File: src/rtl/imem_loader_pkg.sv
// Shared types and constants for the boot-time instruction-memory loader.
// Holds the loader state encoding and the image framing constants.
package imem_loader_pkg;

    typedef enum logic [2:0] {
        HDR_HI,
        HDR_LO,
        DATA,
        WRITE,
        DONE,
        ERR
    } state_t;

    localparam int HDR_BYTES      = 2;
    localparam int BYTES_PER_WORD = 4;
    localparam int BYTE_IDX_W     = $clog2(BYTES_PER_WORD);

endpackage

File: src/rtl/imem_loader_word_assembler.sv
// Purpose: packs a big-endian byte stream into 32-bit words (8-to-32 shift register).
// Latency: word complete in the cycle after the 4th shift; full flag marks it.
// Backpressure: none of its own; shifts only when the loader accepts a byte.
module word_assembler
    import imem_loader_pkg::*;
(
    input  logic        clk_i,
    input  logic        rst_i,
    input  logic        clr_i,
    input  logic        shift_i,
    input  logic [7:0]  byte_i,
    output logic [31:0] word_o,
    output logic        last_o,
    output logic        full_o
);

    logic [31:0]           word_q;
    logic [BYTE_IDX_W-1:0] idx_q;
    logic                  full_q;

    // The byte being shifted now is the final one of the word.
    assign last_o = (idx_q == BYTE_IDX_W'(BYTES_PER_WORD - 1));
    assign word_o = word_q;
    assign full_o = full_q;

    always_ff @(posedge clk_i) begin
        if (rst_i || clr_i) begin
            word_q <= '0;
            idx_q  <= '0;
            full_q <= 1'b0;
        end else if (shift_i) begin
            word_q <= {word_q[23:0], byte_i};
            idx_q  <= idx_q + BYTE_IDX_W'(1);
            full_q <= last_o;
        end
    end

endmodule

File: src/rtl/imem_loader.sv
// Purpose: loads a length-prefixed big-endian program image into imem, holding the CPU in reset.
// Latency: one write per 5 cycles with continuous input; DONE 2+5N cycles after first byte.
// Backpressure: byte_ready_o drops for the WRITE cycle and in DONE/ERR.
module imem_loader
    import imem_loader_pkg::*;
#(
    parameter int ADDR_W = 8
) (
    input  logic        clk_i,
    input  logic        rst_i,
    input  logic        byte_valid_i,
    input  logic [7:0]  byte_data_i,
    output logic        byte_ready_o,
    input  logic        reload_i,
    output logic        imem_we_o,
    output logic [31:0] imem_addr_o,
    output logic [31:0] imem_data_o,
    output logic        cpu_rst_n_o,
    output logic        busy_o,
    output logic        err_o
);

    localparam logic [16:0] CAPACITY = 17'(1) << ADDR_W;

    state_t            state_q, state_d;
    logic [7:0]        hdr_hi_q;
    logic [ADDR_W:0]   n_q;
    logic [ADDR_W:0]   word_idx_q;
    logic [ADDR_W:0]   word_idx_inc;
    logic [31:0]       addr_q;
    logic [31:0]       data_hold_q;
    logic [15:0]       n_hdr;
    logic              hs;
    logic              asm_clr;
    logic              asm_shift;
    logic [31:0]       asm_word;
    logic              asm_last;
    logic              asm_full;

    assign byte_ready_o = (state_q == HDR_HI) || (state_q == HDR_LO) || (state_q == DATA);
    assign busy_o       = byte_ready_o || (state_q == WRITE);
    assign imem_we_o    = (state_q == WRITE);
    assign cpu_rst_n_o  = (state_q == DONE);
    assign err_o        = (state_q == ERR);

    assign hs           = byte_valid_i && byte_ready_o;
    assign n_hdr        = {hdr_hi_q, byte_data_i};
    assign word_idx_inc = word_idx_q + (ADDR_W + 1)'(1);
    assign asm_clr      = (state_q == HDR_LO);
    assign asm_shift    = (state_q == DATA) && hs;

    word_assembler u_asm (
        .clk_i   (clk_i),
        .rst_i   (rst_i),
        .clr_i   (asm_clr),
        .shift_i (asm_shift),
        .byte_i  (byte_data_i),
        .word_o  (asm_word),
        .last_o  (asm_last),
        .full_o  (asm_full)
    );

    // The assembler starts shifting the next word right after WRITE, so the
    // data output switches to a held copy once the fresh word is gone.
    assign imem_data_o = asm_full ? asm_word : data_hold_q;
    assign imem_addr_o = addr_q;

    always_ff @(posedge clk_i) begin
        if (rst_i) begin
            state_q <= HDR_HI;
        end else begin
            state_q <= state_d;
        end
    end

    always_comb begin
        state_d = state_q;
        case (state_q)
            HDR_HI: if (hs) state_d = HDR_LO;
            HDR_LO: begin
                if (hs) begin
                    if (n_hdr == 16'd0)                state_d = DONE;
                    else if ({1'b0, n_hdr} > CAPACITY) state_d = ERR;
                    else                               state_d = DATA;
                end
            end
            DATA:   if (hs && asm_last) state_d = WRITE;
            WRITE:  state_d = (word_idx_inc == n_q) ? DONE : DATA;
            DONE:   if (reload_i) state_d = HDR_HI;
            ERR:    state_d = ERR;
            default: state_d = HDR_HI;
        endcase
    end

    always_ff @(posedge clk_i) begin
        if (rst_i) begin
            hdr_hi_q    <= '0;
            n_q         <= '0;
            word_idx_q  <= '0;
            addr_q      <= '0;
            data_hold_q <= '0;
        end else begin
            if (state_q == HDR_HI && hs) begin
                hdr_hi_q <= byte_data_i;
            end
            if (state_q == HDR_LO && hs) begin
                n_q        <= n_hdr[ADDR_W:0];
                word_idx_q <= '0;
            end
            // Address is latched with the final byte so it is stable through
            // WRITE and holds after word_idx advances.
            if (asm_shift && asm_last) begin
                addr_q <= 32'({word_idx_q[ADDR_W-1:0], 2'b00});
            end
            if (state_q == WRITE) begin
                word_idx_q  <= word_idx_inc;
                data_hold_q <= asm_word;
            end
        end
    end

endmodule

File: config.mk
export PLATFORM = sky130hd
export DESIGN_NAME = imem_loader
export DESIGN_NICKNAME = d
export VERILOG_FILES = /design/src/rtl/imem_loader_pkg.sv /design/src/rtl/imem_loader_word_assembler.sv /design/src/rtl/imem_loader.sv
export SDC_FILE = /design/constraint.sdc
export NUM_CORES = 1
export LEC_CHECK = 0
export CAP_MARGIN = 5
export CORE_MARGIN = 2
export CORE_UTILIZATION = 51
export DETAILED_ROUTE_END_ITERATION = 7
export MAX_ROUTING_LAYER = met4
export PLACE_DENSITY = 0.77
export SETUP_SLACK_MARGIN = 0.3
export SYNTH_ARGS = -nofsm -noshare
export SYNTH_HDL_FRONTEND = slang
export SYNTH_SLANG_ARGS = --single-unit
File: constraint.sdc
create_clock -name clk_i -period 5.1 [get_ports clk_i]
set_clock_uncertainty 0.2 [all_clocks]
set_input_delay 1.275 -clock clk_i [delete_from_list [all_inputs] [get_ports clk_i]]
set_output_delay 1.275 -clock clk_i [all_outputs]
set_load 0.02 [all_outputs]
==> After elaboration in Yosys (flattened, before gate mapping) <==
Cells that the tools add are included.
{ "word_totals": {"in_bits": 12, "register_bits": 104, "elab_cells": 48, "out_inout_bits": 69} }
{ "classes": {"reduce_logical": 14, "eq_ne": 11, "magnitude_cmp": 1, "mux": 11, "addsub": 2} }
{ "ops": {"columns": ["op", "count"], "rows": [
  ["two-way mux 32 bit", 1],
  ["two-way mux 3 bit", 7],
  ["two-way mux 9 bit", 2],
  ["case mux 3 bit (6 select lines)", 1],
  ["> comparator 16 x 9 -> 1 bit, second input constant", 1],
  ["zero test 16 bit", 1],
  ["adder 9 x 1 -> 9 bit, second input constant", 1],
  ["== test 9 bit", 1],
  ["== test 3 x 2 -> 1 bit, second input constant", 2],
  ["== test 3 bit, second input constant", 2],
  ["logical AND 1 bit", 6],
  ["inequality test 2 bit, second input constant", 3],
  ["logical OR 1 bit", 4],
  ["AND reduction 4 bit", 1],
  ["== test 3 x 1 -> 1 bit, second input constant", 1],
  ["zero test 3 bit", 1],
  ["adder 2 x 1 -> 2 bit, second input constant", 1],
  ["== test 2 bit, second input constant", 1],
  ["inequality test 2 x 1 -> 1 bit, second input constant", 1],
  ["nonzero test 2 bit", 1]
]} }

==> Longest topological paths before layout <==
{ "logic_depth": {"ltp_word": 7, "depth_mapped": 7, "ltp_nobuf": 6} }

==> By module <==
Synthesis repeated with hierarchy kept, for this count alone.
{ "hier_totals": {"cells_unflattened": 556, "hier_area_um2": 4780.8} }
{ "by_module_without_submodules": {"columns": ["mod", "area_each_um2", "n_inst", "cells_each", "seq_area_each_um2"], "rows": [
  ["imem_loader", 3479.6, 1, 441, 1381.3],
  ["word_assembler", 1301.2, 1, 115, 700.7]
]} }

==> Least setup slack after synthesis <==
Ideal clock, no wire load.
{ "synth_timing": {"path_kind": "input -> register", "startpoint": "in byte_data_i[7]", "endpoint": "reg state_q[1]", "path_buffers": 0, "path_slack_ns": 2.234, "required_time_ns": 4.812, "t_arrival_ns": 2.578, "setup_time_ns": 0.088, "cell_stages": 5, "path_cell_list": "or4_1 > o21a_1 > nor4_4 > a22oi_1 > a311oi_2"} }
{ "synth_via": {"elab_chain_len": 5, "elab_cells_between_ends": 6, "cone_classes": "1 x order compare; 4 x mux; 1 x reduce/logical"} }
{ "synth_rtl": {"columns": ["element", "line", "rtl"], "rows": [
  ["start: declaration", "imem_loader.sv:12", "input logic [7:0] byte_data_i,"],
  ["> comparator 16 x 9 -> 1 bit", "imem_loader.sv:83", "else if ({1'b0, n_hdr} > CAPACITY) state_d = ERR;"],
  ["two-way mux 3 bit", "imem_loader.sv:83", null],
  ["two-way mux 3 bit (*)", "imem_loader.sv:82", "if (n_hdr == 16'd0) state_d = DONE;"],
  ["two-way mux 3 bit (*)", "imem_loader.sv:81", "if (hs) begin"],
  ["case mux 3 bit (6 select lines) (*)", "imem_loader.sv:78", "case (state_q)"],
  ["end signal: assignment", "imem_loader.sv:72", "state_q <= state_d;"],
  ["end: declaration", "imem_loader.sv:25", "state_t state_q, state_d;"]
]} }
Every way passes the cells marked *; elsewhere a longest branch is shown, timed or not. The select of a mux whose other input is x is not followed.
A chain may end at the register's enable or synchronous reset.

==> Worst setup path after layout <==
{ "layout_timing": {"startpoint": "reg u_asm.full_q, in the netlist u_asm.full_o", "endpoint": "out imem_data_o[18]"} }
{ "layout_via": {"elab_chain_len": 1} }
{ "layout_rtl": {"columns": ["element", "line", "rtl"], "rows": [
  ["start: declaration", "imem_loader_word_assembler.sv:19", "logic full_q;"],
  ["start signal: assignment", "imem_loader_word_assembler.sv:34", "full_q <= last_o;"],
  ["two-way mux 32 bit", "imem_loader.sv:65", "assign imem_data_o = asm_full ? asm_word : data_hold_q;"],
  ["end: declaration", "imem_loader.sv:17", "output logic [31:0] imem_data_o,"]
]} }
Every way passes these cells.

==> summary.md <==
* 0.005243 mm2 — placed standard-cell area
* 0 — MaxCap Viol Count
* 2 — number of buffers on the longest clock path
* 52.03% — starting utilization of the core area
* 5 — drt pass-1 iters
* 17700 um — wire length of the first global-routing pass
* nand2_1 — leading cell type by number of instances after synthesis
* 6 — Worst Reg2Reg Path Length in Cells
* 47 — Synth cell types
* 0 — Overflow after GRT
* 59.62% — worst slew slack as a fraction of its limit
* buf_4, mux2_2, clkdlybuf4s50_1 — series of cell instances along the critical path
* register — critical path startpoint category
* 0 — cts repair resizes
* 9 — TritonCTS Buffers
* 1.888 nW — Leak
* 0.2569 ns — Hold Worst Slack
* 261 — drt first-iter violations
* 281.8 mW/mm2 — pwr dens
* 0% — Synth async-reset ratio
* 100.4 um — Die X
* 0 — remaining number of nets flagged by the antenna check after routing
* 7003 um — HPWL Detailed
* 0 — Final Hold Violating Endpoints
* 7.926 um2 — mean area per synthesized cell
* 2.23 ns — worst endpoint data arrival time
* 0.54 ns — delay contributed by the slowest stage of the critical path
* 3.62 ns — required time of the worst setup path
* 0 — Post-CTS Hold Buffers
* 0.6002 ns — actual slew at the worst max-slew pin
* 1.540 mW — Total Power
* 0.009109 mm2 — core area
* clkdlybuf4s50_1 — slowest CP cell
* 43.93% — share of the synthesized area in the top cell type
* 3.700 ns — fin crit period
* 2.57 ns — setup slack of the worst register-to-register path
* clkbuf_8 — Root Driver
* 56 — IO buf count
* 0 — total DRC errors in the routed layout
* 0.005466 mm2 — Layout Cell Area excl Fill
* finished, final reports clean — run status
* 72.55% — part of the cycle the worst path needs
* 0 — number of antenna violations at the first check in global routing
* 0 — number of flops mapped to enable cells by yosys
* 0.11 ns — clock slew seen by the registers of the worst setup and hold paths
* 10550 um — total detailed-routing wirelength
* 598 — cell count after synthesis
* data_hold_q[24]$_SDFFE_PP0P_ — start point of the worst hold path
* 51 — pin count of the biggest net entering global routing
* nand2_1 (180), dfxtp_1 (104), a21oi_1 (103), mux2_2 (32), clkbuf_1 (27) — most instantiated cells after synthesis
* state_q[1]$_SDFFE_PP0P_ — reg-to-reg endpoint
* yes — CTS tree
* 15.34% — Layout area overhead
* 802 — number of fillers in the final layout
* 5.470 — vias per cell
* 100.4 um — floorplan die height
* word_idx_q[0]$_SDFFE_PP0P_ — startpoint of the lowest-slack register-to-register path
* 0.9598 — RD Place Congestion
* 0 — Ys Warns
* 0 — Inserted Diodes
* 0.004740 mm2 — area of the mapped netlist
* dfxtp_1 — most frequently used flop master after synthesis
* 43.93% — proportion of synthesized chip area in sequential cells
* 27 — biggest fanout along the worst timing path
* dfxtp_1 — post-synthesis cell type with the largest combined area
* output port — sort of element at the end of the critical path
* 3 — H-tree levels
* 0 ns — Post-Route Setup TNS
* 3764 — number of global-route vias before repair
* 1.400 ns — minimum setup slack in the final design
* dfxtp_1 (44%), nand2_1 (14%), a21oi_1 (11%) — top cells by area in the synthesized netlist
* 81 — I/O pin count
* 9.621% — share of layout cells above drive strength 1
* 0.2034 mV — maximum ir drop on the vdd rail
* 0 — setup violation total in the final timing report
* 22.27% — gr usage total
* no — setup repair after global routing missed its margin
* 14.16 um — DR WL/cell
* 104 — Sink Count
* 4075 — detailed-route via count
* 644 — Total Nets Final
* 0 — total count of max-transition violations in the final report
* 2 — worst path bufs/invs
* data_hold_q[24]$_SDFFE_PP0P_ — Endpoint, Worst Hold
* register to register — Tightest Hold Check Type
* 0.37 ns — clock latency reported for the late side of the worst-skew pair
* register to output port — path type of the worst setup path
* 0.01008 mm2 — total die area
* 270.2 MHz — Fmax achieved
* 2 — Cells on Worst Hold Path
* buffers and inverters — Top delay family on crit path
* 0 — Post-CTS Setup Repair Bufs
* 35 — cell row count
* 104 — Seq cells post-synth
* 1.628 ns — pre-CTS setup slack
[layer usage]
layer | track usage (%) | share of wire (%) | up-vias
met5 | - | 0 | -
met4 | 6.849 | 1.4 | 0
met3 | 3.760 | 6.0 | 13
met2 | 35.47 | 47 | 153
met1 | 29.11 | 45 | 1887
li1 | - | - | 2022
[cell type report]
| cell class | instances | area [um2] | share of cell area, % |
|---|---|---|---|
| clock inverters | 6 | 100.1 | 1.831 |
| repair buffers | 64 | 615.6 | 11.26 |
| well taps | 111 | 138.9 | 2.541 |
| multi-input cells | 446 | 2387 | 43.67 |
| clock buffers | 9 | 123.9 | 2.266 |
| flip-flops and latches | 104 | 2082 | 38.09 |
| inverters | 5 | 18.77 | 0.3433 |
[sequential cells by signal, indices dropped and copies added, names as in the netlist]
register	cells
data_hold_q	32
n_q	9
u_asm.full_o	1
hdr_hi_q	8
u_asm.word_o	32
state_q	3
word_idx_q	9
u_asm.idx_q	2
imem_addr_o	8
[cell usage in the layout, fill, tap and decap left out, drive strengths merged, types with 2 or more instances in the layout]
cell / Yosys / final
nor2: 18 / 18
bufinv: 0 / 2
ha: 2 / 2
nor3: 4 / 4
clkbuf: 27 / 9
dfxtp: 104 / 104
o21a: 3 / 3
o21ai: 8 / 8
buf: 39 / 9
nor4: 5 / 5
o31ai: 4 / 4
a22oi: 3 / 3
clkdlybuf4s50: 0 / 55
or4: 3 / 3
a21oi: 103 / 103
conb: 1 / 24
nand2: 180 / 180
xnor2: 7 / 7
xor2: 4 / 4
nor2b: 3 / 3
mux2: 32 / 32
nand3: 15 / 15
or3: 4 / 4
and2: 3 / 3
nand3b: 2 / 2
and3: 2 / 2
inv: 5 / 8
[stage by stage]
stage | utilization [%] | instances
floorplan | - | 621
global placement | 57.55 | 730
detailed placement | 57.55 | 730
CTS | 60.01 | 745
global route | 60.01 | 745
finish | 60.01 | 745
[how the worst max path moves through the flow]
stage,to,cells past startpoint,from
global route,imem_data_o[13],3,u_asm.full_o$_SDFFE_PP0P_
finish,imem_data_o[18],3,u_asm.full_o$_SDFFE_PP0P_
global placement,state_q[1]$_SDFFE_PP0P_,6,byte_data_i[3]
detailed placement,state_q[1]$_SDFFE_PP0P_,6,byte_data_i[3]
CTS,imem_data_o[18],3,u_asm.full_o$_SDFFE_PP0P_
floorplan,state_q[1]$_SDFFE_PP0P_,5,byte_data_i[7]
[report_power, final]
group	internal (mW)	switching, mW	total, mW
Combinational	0.0375	0.0869	0.124
Sequential	0.823	0.0131	0.836
Clock	0.284	0.296	0.580
Total	1.14	0.396	1.54
[worst min-delay path: cells and delay by family (launching register included)]
kind	cells	cell delay, ns
DFF	1	0.32
AOI/OAI and AO/OA	1	0.05
and+or+nand+nor	1	0.05
[logic make-up (layout without fill, tap and decap cells)]
logic type	after synthesis	count (layout)	synth area share (%)
multiplexers	32	32	7.603
AND/OR/NAND/NOR	244	244	21.99
AO/OA/AOI/OAI	132	132	15.52
other	1	24	0.07912
XOR/XNOR	12	12	2.534
adder cells (fa/ha/maj)	2	2	0.5279
flip-flops	104	104	43.93
buffers and inverters	71	84	7.814
(Power assumes the default switching activity.)
